## config.mk

```make
export PLATFORM = sky130hd
export DESIGN_NAME = aes_cipher_core
export DESIGN_NICKNAME = d
export VERILOG_FILES = /design/src/rtl/aes_pkg.sv /design/src/rtl/aes_round_comb.sv /design/src/rtl/aes_cipher_core.sv
export SDC_FILE = /design/constraint.sdc
export NUM_CORES = 2
export LEC_CHECK = 0
export CAP_MARGIN = 30
export CORE_AREA = 2 2 644 646
export CTS_CLUSTER_SIZE = 16
export DETAILED_ROUTE_END_ITERATION = 16
export DIE_AREA = 0 0 646 648
export PLACE_DENSITY = 0.39
export SYNTH_ARGS = -nofsm -noshare
export SYNTH_HDL_FRONTEND = slang
export SYNTH_HIERARCHICAL = 1
export SYNTH_SLANG_ARGS = --single-unit
```

## constraint.sdc

```tcl
create_clock -name clks -period 4.74 [get_ports clks]
set_input_delay 0.474 -clock clks [delete_from_list [all_inputs] [get_ports clks]]
set_output_delay 0.474 -clock clks [all_outputs]
set_load 0.05 [all_outputs]
```

## src/rtl/aes_pkg.sv

```systemverilog
// Shared AES definitions: S-box table, GF(2^8) doubling, FSM states and block width.
package aes_pkg;

    localparam int BLOCK_W = 128;

    typedef enum logic [1:0] {INIT, ROUNDS, FINAL, DONE} state_t;

    localparam logic [7:0] SBOX [256] = '{
        8'h63, 8'h7c, 8'h77, 8'h7b, 8'hf2, 8'h6b, 8'h6f, 8'hc5, 8'h30, 8'h01, 8'h67, 8'h2b, 8'hfe, 8'hd7, 8'hab, 8'h76,
        8'hca, 8'h82, 8'hc9, 8'h7d, 8'hfa, 8'h59, 8'h47, 8'hf0, 8'had, 8'hd4, 8'ha2, 8'haf, 8'h9c, 8'ha4, 8'h72, 8'hc0,
        8'hb7, 8'hfd, 8'h93, 8'h26, 8'h36, 8'h3f, 8'hf7, 8'hcc, 8'h34, 8'ha5, 8'he5, 8'hf1, 8'h71, 8'hd8, 8'h31, 8'h15,
        8'h04, 8'hc7, 8'h23, 8'hc3, 8'h18, 8'h96, 8'h05, 8'h9a, 8'h07, 8'h12, 8'h80, 8'he2, 8'heb, 8'h27, 8'hb2, 8'h75,
        8'h09, 8'h83, 8'h2c, 8'h1a, 8'h1b, 8'h6e, 8'h5a, 8'ha0, 8'h52, 8'h3b, 8'hd6, 8'hb3, 8'h29, 8'he3, 8'h2f, 8'h84,
        8'h53, 8'hd1, 8'h00, 8'hed, 8'h20, 8'hfc, 8'hb1, 8'h5b, 8'h6a, 8'hcb, 8'hbe, 8'h39, 8'h4a, 8'h4c, 8'h58, 8'hcf,
        8'hd0, 8'hef, 8'haa, 8'hfb, 8'h43, 8'h4d, 8'h33, 8'h85, 8'h45, 8'hf9, 8'h02, 8'h7f, 8'h50, 8'h3c, 8'h9f, 8'ha8,
        8'h51, 8'ha3, 8'h40, 8'h8f, 8'h92, 8'h9d, 8'h38, 8'hf5, 8'hbc, 8'hb6, 8'hda, 8'h21, 8'h10, 8'hff, 8'hf3, 8'hd2,
        8'hcd, 8'h0c, 8'h13, 8'hec, 8'h5f, 8'h97, 8'h44, 8'h17, 8'hc4, 8'ha7, 8'h7e, 8'h3d, 8'h64, 8'h5d, 8'h19, 8'h73,
        8'h60, 8'h81, 8'h4f, 8'hdc, 8'h22, 8'h2a, 8'h90, 8'h88, 8'h46, 8'hee, 8'hb8, 8'h14, 8'hde, 8'h5e, 8'h0b, 8'hdb,
        8'he0, 8'h32, 8'h3a, 8'h0a, 8'h49, 8'h06, 8'h24, 8'h5c, 8'hc2, 8'hd3, 8'hac, 8'h62, 8'h91, 8'h95, 8'he4, 8'h79,
        8'he7, 8'hc8, 8'h37, 8'h6d, 8'h8d, 8'hd5, 8'h4e, 8'ha9, 8'h6c, 8'h56, 8'hf4, 8'hea, 8'h65, 8'h7a, 8'hae, 8'h08,
        8'hba, 8'h78, 8'h25, 8'h2e, 8'h1c, 8'ha6, 8'hb4, 8'hc6, 8'he8, 8'hdd, 8'h74, 8'h1f, 8'h4b, 8'hbd, 8'h8b, 8'h8a,
        8'h70, 8'h3e, 8'hb5, 8'h66, 8'h48, 8'h03, 8'hf6, 8'h0e, 8'h61, 8'h35, 8'h57, 8'hb9, 8'h86, 8'hc1, 8'h1d, 8'h9e,
        8'he1, 8'hf8, 8'h98, 8'h11, 8'h69, 8'hd9, 8'h8e, 8'h94, 8'h9b, 8'h1e, 8'h87, 8'he9, 8'hce, 8'h55, 8'h28, 8'hdf,
        8'h8c, 8'ha1, 8'h89, 8'h0d, 8'hbf, 8'he6, 8'h42, 8'h68, 8'h41, 8'h99, 8'h2d, 8'h0f, 8'hb0, 8'h54, 8'hbb, 8'h16
    };

    function automatic logic [7:0] sbox(input logic [7:0] b);
        return SBOX[b];
    endfunction

    function automatic logic [7:0] xtime(input logic [7:0] b);
        return {b[6:0], 1'b0} ^ (b[7] ? 8'h1b : 8'h00);
    endfunction

endpackage

```

## src/rtl/aes_round_comb.sv

```systemverilog
// One combinational AES round: SubBytes, ShiftRows, optional MixColumns, AddRoundKey.
// Byte 0 is the most significant byte of the 128-bit word.
module aes_round_comb
    import aes_pkg::*;
(
    input  logic [BLOCK_W-1:0] state,
    input  logic [BLOCK_W-1:0] round_key,
    input  logic               is_final,
    output logic [BLOCK_W-1:0] next_state
);

    logic [7:0] sub_b   [16];
    logic [7:0] shift_b [16];
    logic [7:0] mix_b   [16];

    always_comb begin
        for (int k = 0; k < 16; k++) begin
            sub_b[k] = sbox(state[BLOCK_W-1-8*k -: 8]);
        end
    end

    // Row r of column c takes the byte from column c+r (row r rotated left by r).
    always_comb begin
        for (int c = 0; c < 4; c++) begin
            for (int r = 0; r < 4; r++) begin
                shift_b[4*c+r] = sub_b[4*((c+r)%4)+r];
            end
        end
    end

    always_comb begin
        for (int c = 0; c < 4; c++) begin
            mix_b[4*c+0] = xtime(shift_b[4*c+0]) ^ xtime(shift_b[4*c+1]) ^ shift_b[4*c+1]
                         ^ shift_b[4*c+2] ^ shift_b[4*c+3];
            mix_b[4*c+1] = shift_b[4*c+0] ^ xtime(shift_b[4*c+1]) ^ xtime(shift_b[4*c+2])
                         ^ shift_b[4*c+2] ^ shift_b[4*c+3];
            mix_b[4*c+2] = shift_b[4*c+0] ^ shift_b[4*c+1] ^ xtime(shift_b[4*c+2])
                         ^ xtime(shift_b[4*c+3]) ^ shift_b[4*c+3];
            mix_b[4*c+3] = xtime(shift_b[4*c+0]) ^ shift_b[4*c+0] ^ shift_b[4*c+1]
                         ^ shift_b[4*c+2] ^ xtime(shift_b[4*c+3]);
        end
    end

    always_comb begin
        next_state = '0;
        for (int k = 0; k < 16; k++) begin
            next_state[BLOCK_W-1-8*k -: 8] = (is_final ? shift_b[k] : mix_b[k])
                                            ^ round_key[BLOCK_W-1-8*k -: 8];
        end
    end

endmodule

```

## src/rtl/aes_cipher_core.sv

```systemverilog
// Iterative AES encryption, one round per clock, fed by an externally expanded key schedule.
// Round key 0 sits in the most significant 128 bits of keys.
module aes_cipher_core
    import aes_pkg::*;
#(
    parameter int NK = 4,
    parameter int NR = NK + 6
) (
    input  logic                       clks,
    input  logic                       reset,
    input  logic [BLOCK_W-1:0]         plainText,
    input  logic [BLOCK_W*(NR+1)-1:0]  keys,
    output logic [BLOCK_W-1:0]         encryptedText,
    output logic                       done
);

    localparam int KEYS_W = BLOCK_W * (NR + 1);

    state_t             state, state_next;
    logic [3:0]         round, round_next;
    logic [BLOCK_W-1:0] round_key, round_out, text_next;
    logic               done_next;

    assign round_key = keys[KEYS_W-1-BLOCK_W*int'(round) -: BLOCK_W];

    aes_round_comb u_round (
        .state      (encryptedText),
        .round_key  (round_key),
        .is_final   (state == FINAL),
        .next_state (round_out)
    );

    always_ff @(posedge clks) begin
        if (reset) begin
            state         <= INIT;
            round         <= 4'd0;
            encryptedText <= '0;
            done          <= 1'b0;
        end else begin
            state         <= state_next;
            round         <= round_next;
            encryptedText <= text_next;
            done          <= done_next;
        end
    end

    always_comb begin
        state_next = state;
        round_next = round;
        text_next  = encryptedText;
        done_next  = done;
        case (state)
            INIT: begin
                text_next  = plainText ^ round_key;
                round_next = 4'd1;
                state_next = ROUNDS;
            end
            ROUNDS: begin
                text_next  = round_out;
                round_next = round + 4'd1;
                if (round == 4'(NR - 1)) state_next = FINAL;
            end
            FINAL: begin
                text_next  = round_out;
                done_next  = 1'b1;
                state_next = DONE;
            end
            DONE: begin
                // Result is frozen until the next reset pulse.
            end
            default: state_next = INIT;
        endcase
    end

endmodule

```

==> summary.md <==
| Metric | Value |
|---|---|
| Maximum fanout count along the critical path | 7 |
| Post-synth top area cell | sky130_fd_sc_hd__mux4_2 |
| Via count normalized by instance count | 6.101 |
| Max-capacitance violation count | 0 |
| Number of placed instances with taps included | 19460 |
| Total negative slack | 0 ns |
| Max-slew violation count | 0 |
| Place WS | -0.7398 ns |
| Die area | 418600 um2 |
| Type of the worst setup path | reg -> reg |
| Die outline width | 646 um |
| Portion of the clock cycle consumed by the worst path in the final layout | 0.9919 |
| # hold bufs at CTS | 0 |
| Wire length of the first global-routing pass | 1067 mm |
| Max Root-Sink Buffers | 2 |
| Status | completed |
| Net count after synthesis | 13620 |
| Primary FF master, synth | sky130_fd_sc_hd__dfxtp_1 |
| Unrepaired setup endpoints after global routing | yes |
| Clk Latency, worst-skew pair | 0.62 ns |
| Height of the die | 648 um |
| Half-perimeter wire length after placement | 669.7 mm |
| Final nets | 15810 |
| Pin count of the biggest net entering global routing | 137 |
| Post-Syn Area | 85520 um2 |
| Worst Hold Class | in -> reg |
| Non-filler instance count after layout | 19820 |
| Initial core utilization | 0.2076 |
| Count of different cell masters after synthesis | 142 |
| Number of rows created at floorplan | 236 |
| Worst clock skew | 0.03625 ns |
| Count of synthesis-stage warnings from yosys | 6 |
| Final worst hold slack | 0.4640 ns |
| Buffers added on ports | 1666 |
| Routability cong. | 1.065 |
| Proportion of synthesized flip-flops having asynchronous set or reset | 0 |
| Cell count of the worst reg-to-reg path | 18 |
| Count of cells along the worst hold path | 2 |
| Hold wc startpoint | reset |
| Flop and latch count out of synthesis | 135 |
| Reg-to-reg setup timing slack | 0.04 ns |
| Arrival time of data at the critical path endpoint | 5.19 ns |
| Drt drc | 0 |
| Drt wl/cell | 41.19 um |
| Crit end category | flop |
| Setup ws final | 0.03836 ns |
| Minimum clock period | 4.702 ns |
| Violation count after the first detailed-routing iteration | 16840 |
| Via Count | 120900 |
| Achievable clock frequency | 212.7 MHz |
| Number of global-route vias before repair | 112700 |
| Worst slew slack as a fraction of its limit | 0.2291 |
| Reg-to-reg critical path endpoint | encryptedText[113] |
| Leading cell types by total area after synthesis | sky130_fd_sc_hd__mux4_2, sky130_fd_sc_hd__a21oi_1, sky130_fd_sc_hd__o21ai_0 |
| Fraction of the yosys area taken by sequential cells | 0.03160 |
| Transition time at the pin with the least slew margin | 1.149 ns |
| Number of clock buffers inserted by TritonCTS | 17 |
| Final setup violation count | 0 |
| CTS clock-pin slew for the worst setup and hold paths | 0.09 ns |
| TritonCTS clock tree | built |
| Final-report hold violation count | 0 |
| Avg Cell Area, Syn | 7.221 um2 |
| Critical Path Source Type | flop |
| Synthesized netlist cell count | 11840 |
| Detailed Routing Iterations Pass 1 | 7 |
| Crit path launch | encryptedText[81] |
| Global Route Usage Sum | 0.3687 |
| Layout cell share with drive strength beyond 1 | 0.2135 |
| Cell at the root of the clock tree | sky130_fd_sc_hd__clkbuf_16 |
| Area occupied by multi-input gates | 75950 um2 |
| Total number of H-tree levels | 4 |
| Number of enable-type register cells in the synthesized netlist | 0 |
| Yosys top cell area share | 0.1045 |
| Initial antenna violation count | 243 |
| CORE AREA | 411900 um2 |
| Gr ovfl total | 0 |
| Total area of sequential cells | 2887 um2 |
| Fill cell count | 45120 |
| Clock Sink Count | 135 |
| Hold EP | encryptedText[69] |
| Layout overhead on the synthesized area | 42.01% |
| Post-detailed-routing wire length | 816.5 mm |
| Required time of the critical path | 5.23 ns |
| Post-route ant nets | 0 |
| # IOs | 1667 |
| Worst flop-to-flop path startpoint | encryptedText[81] |
-- critical path, cell delays in order, from the launching register on --
cell                       delay [ns]
sky130_fd_sc_hd__dfxtp_4         0.44
sky130_fd_sc_hd__inv_1           0.08
sky130_fd_sc_hd__ha_1            0.37
sky130_fd_sc_hd__and2_2          0.30
sky130_fd_sc_hd__or3_1           0.41
sky130_fd_sc_hd__a311oi_1        0.36
sky130_fd_sc_hd__buf_4           0.20
sky130_fd_sc_hd__o21a_1          0.15
sky130_fd_sc_hd__a211oi_4        0.09
sky130_fd_sc_hd__buf_4           0.19
sky130_fd_sc_hd__xnor2_4         0.23
sky130_fd_sc_hd__xnor3_1         0.45
sky130_fd_sc_hd__mux2i_2         0.23
sky130_fd_sc_hd__buf_4           0.20
sky130_fd_sc_hd__xnor2_1         0.06
sky130_fd_sc_hd__nand2b_1        0.13
sky130_fd_sc_hd__a32oi_1         0.26
sky130_fd_sc_hd__o311ai_2        0.21
sky130_fd_sc_hd__buf_4           0.21
-- metal layers --
layer  routed length, um  global-route usage  vias to the layer above
met5                 549                   0                        -
met4               76540              0.2845                       78
met3               72540             0.08187                     1627
met2              349400              0.5578                     8052
met1              317400              0.4537                    60560
li1                    -                   -                    50600
-- cell usage after synthesis (all sizes together), types with 77 or more instances --
library cell / instances
nand3: 393
a311oi: 188
xnor2: 290
ha: 237
inv: 174
o21bai: 121
o221ai: 77
clkbuf: 641
a31oi: 207
nand2b: 503
a221oi: 86
nand4b: 115
nor3b: 81
xor2: 181
a32oi: 163
dfxtp: 135
mux4: 397
a211oi: 244
and3: 83
or2: 123
o31ai: 200
mux2i: 321
o311ai: 281
o211ai: 188
and2: 226
a21o: 79
buf: 808
a2bb2oi: 146
a21oi: 959
o22ai: 120
nor2: 620
nor3: 322
nand2: 864
nor2b: 318
o21ai: 845
-- registers in the layout (all words and copies together), names as in the netlist --
register,flops
done,1
state,2
encryptedText,128
round,4
-- placed cells by master, fill, tap and decap left out, drive strengths merged, types with 281 or more instances in the layout --
| cell | instances |
|---|---|
| a21oi | 959 |
| xnor2 | 290 |
| nor2 | 620 |
| nand3 | 393 |
| o311ai | 281 |
| nor2b | 318 |
| clkdlybuf4s50 | 1665 |
| mux2i | 321 |
| o21ai | 845 |
| nor3 | 322 |
| nand2b | 503 |
| diode | 303 |
| mux4 | 397 |
| buf | 1951 |
| nand2 | 864 |
-- worst max path at each step --
stage | to | slack, ns | cells after the start
5_1_grt | encryptedText[41] | -0.05 | 20
4_1_cts | encryptedText[40] | -0.1 | 19
3_5_place_dp | encryptedText[40] | -0.74 | 16
3_3_place_gp | encryptedText[40] | -1.43 | 19
6_report | encryptedText[113] | 0.04 | 18
2_1_floorplan | encryptedText[59] | 0.004 | 18
-- kinds of logic after synthesis --
logic type / count (synthesis) / share of synthesized area
compound gates: 4587 / 0.3787
fa+ha+maj: 238 / 0.03479
mux: 765 / 0.1483
buf+inv: 1645 / 0.09356
simple gates: 3925 / 0.2413
xor+xnor: 549 / 0.07169
flops: 135 / 0.03160
-- final cells by class --
| class | count | share of cell area |
|---|---|---|
| Sequential cell | 135 | 0.02377 |
| Antenna cell | 303 | 0.006243 |
| Inverter | 196 | 0.006243 |
| Multi-Input combinational cell | 10060 | 0.6254 |
| Timing Repair Buffer | 3616 | 0.2772 |
| Clock buffer | 19 | 0.003647 |
| Tap cell | 5474 | 0.05640 |
| Clock inverter | 13 | 0.001113 |
-- stage by stage --
step,instance area (um2),util
floorplan,85530,-
global placement,118600,0.2880
detailed placement,118700,0.2882
CTS,119600,0.2904
global route,121300,0.2946
finish,121400,0.2948
-- timing repair --
action | in CTS | in global routing
pin swaps | 5 | 19
endpoints found under the setup margin | 36 | 81
buffers inserted | 4 | 23
hold endpoints to repair | 0 | 0
resized for setup | 68 | 180
Power is left out: the tool's default activity adds up to more than one toggle a clock period on the data nets, which glitch-free logic cannot reach.
